<file path="src/rtl/mips_multicycle_controller.sv">
// mips_multicycle_controller: Moore FSM sequencing the shared-memory multicycle MIPS datapath.
// Define MC_INSTR_COUNT_EN to build the retired-instruction counter; otherwise instr_count is 0.
module mips_multicycle_controller #(
  parameter int CNT_W = 32
) (
  input  logic             clk,
  input  logic             rst,
  input  logic [5:0]       opcode,
  input  logic             zero,
  input  logic             mem_ready,
  output logic             mem_read,
  output logic             mem_write,
  output logic             i_or_d,
  output logic             ir_write,
  output logic             alu_src_a,
  output logic [1:0]       alu_src_b,
  output logic [1:0]       alu_op,
  output logic [1:0]       pc_src,
  output logic             pc_load,
  output logic             reg_write,
  output logic [1:0]       reg_dst,
  output logic [1:0]       data_to_write,
  output logic             mem_to_reg,
  output logic             illegal,
  output logic [CNT_W-1:0] instr_count
);
  typedef enum logic [3:0] {
    S_IF, S_ID, S_REX, S_RWB, S_MADDR, S_MRD, S_LWB, S_MWR,
    S_BEQ, S_IEX, S_IWB, S_SEX, S_SWB, S_JMP, S_JAL, S_JR
  } state_e;
  state_e state_q, state_d;
  always_ff @(posedge clk) state_q <= rst ? S_IF : state_d;
  always_comb begin
    state_d = S_IF;
    {mem_read, mem_write, i_or_d, ir_write, alu_src_a, alu_src_b, alu_op, pc_src,
     pc_load, reg_write, reg_dst, data_to_write, mem_to_reg, illegal} = '0;
    case (state_q)
      S_IF: begin
        mem_read  = 1'b1;
        alu_src_b = 2'b01;
        ir_write  = mem_ready;
        pc_load   = mem_ready;
        state_d   = mem_ready ? S_ID : S_IF;
      end
      S_ID: begin
        alu_src_b = 2'b11;
        case (opcode)
          6'b000000: state_d = S_REX;
          6'b100011, 6'b101011: state_d = S_MADDR;
          6'b000100: state_d = S_BEQ;
          6'b001001: state_d = S_IEX;
          6'b001010: state_d = S_SEX;
          6'b000010: state_d = S_JMP;
          6'b000011: state_d = S_JAL;
          6'b000110: state_d = S_JR;
          default:   illegal = 1'b1;
        endcase
      end
      S_REX: begin
        alu_src_a = 1'b1;
        alu_op    = 2'b10;
        state_d   = S_RWB;
      end
      S_RWB: begin
        reg_write = 1'b1;
        reg_dst   = 2'b01;
      end
      S_MADDR: begin
        alu_src_a = 1'b1;
        alu_src_b = 2'b10;
        state_d   = (opcode == 6'b101011) ? S_MWR : S_MRD;
      end
      S_MRD: begin
        mem_read = 1'b1;
        i_or_d   = 1'b1;
        state_d  = mem_ready ? S_LWB : S_MRD;
      end
      S_LWB: begin
        reg_write  = 1'b1;
        mem_to_reg = 1'b1;
      end
      S_MWR: begin
        mem_write = 1'b1;
        i_or_d    = 1'b1;
        state_d   = mem_ready ? S_IF : S_MWR;
      end
      S_BEQ: begin
        alu_src_a = 1'b1;
        alu_op    = 2'b01;
        pc_src    = 2'b01;
        pc_load   = zero;
      end
      S_IEX: begin
        alu_src_a = 1'b1;
        alu_src_b = 2'b10;
        state_d   = S_IWB;
      end
      S_IWB: reg_write = 1'b1;
      S_SEX: begin
        alu_src_a = 1'b1;
        alu_src_b = 2'b10;
        alu_op    = 2'b11;
        state_d   = S_SWB;
      end
      S_SWB: begin
        reg_write     = 1'b1;
        data_to_write = 2'b10;
      end
      S_JMP: begin
        pc_load = 1'b1;
        pc_src  = 2'b10;
      end
      S_JAL: begin
        pc_load       = 1'b1;
        pc_src        = 2'b10;
        reg_write     = 1'b1;
        reg_dst       = 2'b10;
        data_to_write = 2'b01;
      end
      S_JR: begin
        pc_load = 1'b1;
        pc_src  = 2'b11;
      end
      default: state_d = S_IF;
    endcase
    // reset kills any in-flight request or write in the same cycle
    if (rst)
      {mem_read, mem_write, i_or_d, ir_write, alu_src_a, alu_src_b, alu_op, pc_src,
       pc_load, reg_write, reg_dst, data_to_write, mem_to_reg, illegal} = '0;
  end
`ifdef MC_INSTR_COUNT_EN
  logic             retire;
  logic [CNT_W-1:0] cnt_q;
  // any return to IF except from IF itself or the illegal-opcode exit in ID
  assign retire = (state_d == S_IF) && (state_q != S_IF) && (state_q != S_ID);
  always_ff @(posedge clk) cnt_q <= rst ? '0 : cnt_q + CNT_W'(retire);
  assign instr_count = rst ? '0 : cnt_q;
`else
  assign instr_count = '0;
`endif
endmodule

</file>
<file path="config.mk">
export PLATFORM = sky130hd
export DESIGN_NAME = mips_multicycle_controller
export DESIGN_NICKNAME = d
export VERILOG_FILES = /design/src/rtl/mips_multicycle_controller.sv
export SDC_FILE = /design/constraint.sdc
export NUM_CORES = 1
export LEC_CHECK = 0
export BUFFER_PORTS_ARGS = -buffer_cell sky130_fd_sc_hd__buf_2
export CORE_UTILIZATION = 25
export DETAILED_ROUTE_END_ITERATION = 12
export SYNTH_ARGS = -nofsm -noshare
export SYNTH_HDL_FRONTEND = slang
export SYNTH_SLANG_ARGS = --single-unit
</file>
<file path="constraint.sdc">
create_clock -name clk -period 2.8 [get_ports clk]
set_input_delay 0.84 -clock clk [delete_from_list [all_inputs] [get_ports clk]]
set_output_delay 0.84 -clock clk [all_outputs]
set_load 0.02 [all_outputs]
</file>
==> results by group, run 1 <==
Global routing
  – GRT Total Usage: 11.0%
  – Pin count of the biggest net entering global routing: 18
  – Vias in the first global route: 745
  – First-pass GRT wire length: 3460 um
  – GRT overflow: 0
  – Initial antenna violation count: 0

Floorplanning
  – Die width: 63.5 um
  – Site Rows: 21
  – Starting density of the core: 27.3%
  – Core area: 3470 um2
  – IO Pins: 61
  – DIE AREA: 4030 um2
  – Die Y: 63.5 um

Critical path
  – Critical-path cell list: buf_2 > nor2b_1 > a2111oi_2 > buf_4 > a2111oi_4 > buf_2
  – Worst r2r path cells: 4
  – Crit. Startpoint: opcode[0]
  – Crit path DAT: 1.87 ns
  – Largest stage delay, worst path: 0.30 ns
  – Worst reg2reg endpoint: state_q[1]
  – Worst path depth: 6
  – R2r setup slk: 1.22 ns
  – Setup crit end kind: output port
  – Critical path class: primary input to output port
  – Worst R2R Start: state_q[3]
  – Startpoint types: primary input
  – CP delay by family, top: buffers and inverters
  – Most frequent cell on the critical path: buf_2
  – WP data required: 1.96 ns
  – Crit path to: illegal
  – Crit path buffers/inverters: 3
  – Max Fanout on Critical Path: 8
  – Worst path slowest cell: a2111oi_4

Synth
  – Post-synth ARST share: 0%
  – Post-Syn Instances: 139
  – Register area share after synthesis: 8.47%
  – Syn Std Cell Area: 946 um2
  – Top_reg_cell synth: dfxtp_1
  – Yosys cell types: 43
  – Mean post-synth cell area: 6.81 um2
  – Yosys warns: 0
  – Yosys reg bits: 4
  – Post-synth EDFFs: 0

Timing
  – Period Utilization, post-route: 96.9%
  – Fmax: 369 MHz
  – Setup violators final: 0
  – Final Hold Vio Count: 0
  – Slew headroom: 64.3%
  – Final Critical Period: 2.71 ns
  – Fin worst setup slack: 0.0867 ns
  – Max Clock Skew: 0.00687 ns
  – Slew @ Worst Pin: 0.535 ns
  – Final max-slew violation count: 0
  – Hold_ws: 0.743 ns

Clock network
  – Root buffer cell: clkbuf_8
  – Reg clk slew, reported paths: 0.03 ns
  – Clk sink count: 4
  – Clock Path Buffers: 2
  – Clock latency on the worst-skew pair: 0.22 ns
  – H-tree Lvls: 1
  – CTS tree: done
  – CTS Buf Count: 3

Min path
  – Min-delay worst type: register to register

Finish
  – P&R area growth vs syn: 18.3%
  – Nets: 182
  – Util after Layout: 32.3%
  – Top flop regs: state_q (4)
  – Max reg flops: 4
  – Design Area, Final: 1120 um2
  – Largest register by flop count: state_q
  – Fraction of layout instances using a drive strength above 1: 31.2%
  – ANT cells: 0

Place
  – # port buffers: 28
  – Pre-CTS WS: 0.0471 ns
  – GP Congestion: 0.833
  – Hpwl dp: 1800 um
  – Placed instance area: 1070 um2

Route
  – Vias: 968
  – Final wirelength: 2290 um
  – Wire per inst: 10.6 um
  – First drt pass iteration count: 4
  – DRC violations left: 0
  – Detailed Route Iter0 Violations: 33
  – Drt via density: 4.48
  – ANT nets after route: 0

Power and ir drop
  – Leakage: 0.516 nW
  – Pint: 0.193 mW
  – Final total power: 0.325 mW
  – Seq pwr share: 19.8%
  – Logic gate share of total power: 41.7%
  – Pwr/cell area: 291 nW/um2
  – Sw Share: 40.7%
  – Clk network pwr share: 38.5%
  – Switching Power: 0.132 mW
  – Max VDD drop: 172 uV

Outcome
  – Status: finished, final reports clean

Run
  – Number of max-cap violations: 0
[cell families after synthesis]
kind of cell	after synthesis	share of synthesized area, %
other	1	0.396
xor gates and xnor gates	2	1.85
muxes	2	2.38
DFF	4	8.47
AOI/OAI and AO/OA	33	26.2
and+or+nand+nor	50	28.2
buffers and inverters	47	32.5
[routing by layer]
metal	part of all wire (%)	track usage [%]
met1	45	15.1
met2	47	15.7
met3	6.7	3.44
met4	0.96	4.26
met5	0	0
[Yosys cell counts, drive strengths merged (2+ instances only)]
cell	n	share of area, %
a21oi	10	5.7
a211oi	2	1.6
nor4	4	2.6
a2111oi	3	4.8
mux2	2	2.4
nor2b	5	3.3
nand3	3	1.6
nand2	7	2.8
nand2b	8	5.3
dfxtp	4	8.5
inv	4	1.6
o211ai	2	1.6
clkbuf	4	1.6
nor2	11	4.4
o21ai	4	2.1
nor3	5	2.6
buf	38	29
[cells in the final DEF (no fill, tap or decap), drive strengths merged, types with 2 or more instances in the layout]
master	n
nor3	5
nand2	7
nand3	3
dfxtp	4
o211ai	2
o21ai	4
clkbuf	3
a21oi	10
a2111oi	3
conb	32
nand2b	8
mux2	2
inv	4
buf	39
nor2	11
nor4	4
nor2b	5
a211oi	2
[stage by stage]
step / setup TNS [ns] / std cells
2_1_floorplan: 0 / 170
3_3_place_gp: 0 / 213
3_5_place_dp: 0 / 213
4_1_cts: 0 / 216
5_1_grt: -0.00617 / 216
6_report: 0 / 216
[how the worst min path moves through the flow]
stage                      end        from  cells after the start
CTS                 state_q[3]  state_q[0]                      2
global route        state_q[3]  state_q[0]                      2
floorplan           state_q[3]  state_q[3]                      2
global placement    state_q[3]  state_q[0]                      2
finish              state_q[3]  state_q[0]                      2
detailed placement  state_q[3]  state_q[0]                      2
[power by group through the flow]
stage	registers, mW	logic (mW)	clock network, mW
after floorplan	0.0610	0.138	0
after global placement	0.0649	0.134	0
after detailed placement	0.0648	0.134	0
after CTS	0.0640	0.134	0.127
after global routing	0.0646	0.148	0.132
final	0.0643	0.136	0.125
[timing repair]
| action | CTS | global route |
|---|---|---|
| endpoints found under the setup margin | 0 | 1 |
| resized for setup | 0 | 1 |
| setup buffers | 0 | 0 |
| hold buffers | 0 | 0 |
[final cells by class]
class / instances / area [um2]
fill: 403 / 2350
sequential: 4 / 80.1
inverter: 5 / 18.8
clock buffer: 3 / 41.3
tap: 46 / 57.6
multi-input combinational: 119 / 698
timing repair buffer: 39 / 223
[worst min-delay path: cells and delay by family, from the launching register on]
family / cells / cell delay, ns
DFF: 1 / 0.39
buffers and inverters: 1 / 0.22
AOI/OAI and AO/OA: 1 / 0.07
Power figures use the tool's default switching activity.
==> run 2: changes to the inputs <==
Settings changed: REMOVE_ABC_BUFFERS set to 1.
==> run 2 against run 1 <==
Effect of this change: via count decreased by 0.62%; fmax increased by 1.3%; critical path depth unchanged; sequential share of layout area increased by 0.057 points; setup slack improved by 0.036 ns.
==> results by group, run 2 (synthesis results as in run 1) <==
Floorplanning
  – Core area: 3470 um2 (unchanged)
  – Die Y: 63.5 um (unchanged)
  – Die width: 63.5 um (unchanged)
  – Site Rows: 21 (unchanged)
  – Starting density of the core: 27.3% (unchanged)
  – DIE AREA: 4030 um2 (unchanged)
  – IO Pins: 61 (unchanged)

Power and ir drop
  – Leakage: 0.524 nW (+1.5%)
  – Logic gate share of total power: 42.0% (+0.3 points)
  – Pwr/cell area: 287 nW/um2 (-1.3%)
  – Sw Share: 39.8% (-0.94 points)
  – Max VDD drop: 121 uV (-29%)
  – Clk network pwr share: 38.0% (-0.5 points)
  – Pint: 0.192 mW (-0.52%)
  – Seq pwr share: 19.9% (about the same)
  – Switching Power: 0.127 mW (-4.3%)

Clock network
  – Clk sink count: 4 (unchanged)
  – Hold Buf Count CTS: 0 (unchanged)
  – Reg clk slew, reported paths: 0.03 ns (about the same)
  – Cts repair resizes: 0 (unchanged)
  – CTS tree: done
  – Clock latency on the worst-skew pair: 0.22 ns (about the same)
  – Post-CTS Setup Inserts: 0 (unchanged)
  – CTS Buf Count: 3 (unchanged)
  – Root buffer cell: clkbuf_8
  – Clock Path Buffers: 2 (unchanged)
  – H-tree Lvls: 1 (unchanged)

Route
  – DRC violations left: 0 (unchanged)
  – Wire per inst: 10.4 um (-2.0%)
  – Drt via density: 4.41 (-1.5%)
  – Detailed Route Iter0 Violations: 23 (-30%)
  – ANT nets after route: 0 (unchanged)
  – First drt pass iteration count: 4 (unchanged)
  – Final wirelength: 2260 um (-1.1%)
  – Vias: 962 (-0.62%)

Finish
  – Top flop regs: state_q (4)
  – Max reg flops: 4 (unchanged)
  – P&R area growth vs syn: 17.3%
  – Nets: 184 (+1.1%)
  – Filler Cell Count: 403 (unchanged)
  – Commonest non-fill, non-tap cell in the layout: conb_1
  – Final non-filler cell total: 218 (+0.93%)
  – Fraction of layout instances using a drive strength above 1: 30.8% (-0.36 points)
  – Commonest non-fill, non-tap cells in the layout: conb_1, buf_2, buf_4
  – Design Area, Final: 1110 um2 (-0.78%)
  – Util after Layout: 32.0% (-0.25 points)
  – ANT cells: 0 (unchanged)
  – Largest register by flop count: state_q

Place
  – # port buffers: 28 (unchanged)
  – GP Congestion: 0.814 (-2.3%)
  – Placed Instances: 214 (+0.47%)
  – Placed instance area: 1060 um2 (-0.93%)
  – Hpwl dp: 1730 um (-3.4%)
  – Pre-CTS WS: 0.0871 ns (+0.0400 ns)

Critical path
  – WP data required: 1.96 ns (about the same)
  – Startpoint types: primary input
  – Setup crit end kind: output port
  – Max Fanout on Critical Path: 3 (-5)
  – Critical path class: primary input to output port
  – Crit path DAT: 1.84 ns (-0.03 ns)
  – Crit. Startpoint: opcode[2]
  – Worst R2R Start: state_q[2]

Timing
  – Period Utilization, post-route: 95.6% (-1.3 points)
  – Setup violators final: 0 (unchanged)
  – Max Clock Skew: 0.00177 ns (-0.00510 ns)
  – Final max-slew violation count: 0 (unchanged)
  – Fin worst setup slack: 0.123 ns (+0.0360 ns)
  – Final Critical Period: 2.68 ns (-0.0360 ns)
  – Fmax: 374 MHz (+1.3%)
  – Final Hold Vio Count: 0 (unchanged)

Outcome
  – Status: finished, final reports clean

Global routing
  – GRT overflow: 0 (unchanged)
  – Initial antenna violation count: 0 (unchanged)
  – First-pass GRT wire length: 3800 um (+9.8%)
  – Vias in the first global route: 807 (+8.3%)
  – Pin count of the biggest net entering global routing: 14 (-4)
  – GRT Total Usage: 11.6% (+0.56 points)

Min path
  – Hold Crit Start: state_q[0]
  – Min-delay worst type: register to register

Run
  – Number of max-cap violations: 0 (unchanged)
run 2: cell types whose count changed in the layout (fill, tap and decap cells not counted):
cell	change
o22ai_1	+1
buf_4	+2
nor3_1	+1
a2111oi_2	+1
a2111oi_4	-1
nor3_2	-1
o22ai_2	-1
run 2: power groups by stage:
stage / Combinational [mW] / Sequential [mW] / Clock [mW]
after CTS: 0.132 / 0.0634 / 0.126
after global placement: 0.131 / 0.0643 / 0
final: 0.134 / 0.0635 / 0.121
after detailed placement: 0.131 / 0.0643 / 0
after floorplan: 0.0883 / 0.0662 / 0
after global routing: 0.147 / 0.0640 / 0.132
run 2: layout make-up:
type / count / area, um2 / area share, %
multi-input combinational: 119 / 674 / 60.8
timing repair buffer: 41 / 238 / 21.4
sequential: 4 / 80.1 / 7.22
tap: 46 / 57.6 / 5.19
clock buffer: 3 / 41.3 / 3.72
inverter: 5 / 18.8 / 1.69
run 2: worst max-delay path, cell delays in order:
cell,delay [ns]
buf_2,0.12
nand2b_1,0.15
mux2_2,0.27
o22ai_1,0.19
a2111oi_2,0.09
buf_2,0.18
run 2: final timing paths:
check	slack, ns	depth (start not counted)	to
worst max-delay path	0.12	6	illegal
worst min-delay path	0.61	2	state_q[2]
worst max register to register	1.30	5	state_q[3]
worst min register to register	0.61	2	state_q[2]
run 2: layer usage:
| metal | vias up | part of all wire, % | track usage [%] | wire (um) |
|---|---|---|---|---|
| met1 | 414 | 51 | 17.2 | 1140 |
| met2 | 48 | 42 | 16.0 | 945 |
| met3 | 0 | 7.7 | 2.36 | 173 |
| li1 | 500 | - | - | - |
| met5 | - | 0 | 0 | 0 |
| met4 | 0 | 0 | 4.26 | 0 |
run 2: stage by stage:
stage	power, mW	TNS [ns]	hold WS, ns
final	0.319	0	0.610
after global routing	0.343	-0.000108	0.644
after CTS	0.321	0	0.610
after detailed placement	0.196	0	0.610
after global placement	0.195	0	0.607
after floorplan	0.154	-0.373	0.633
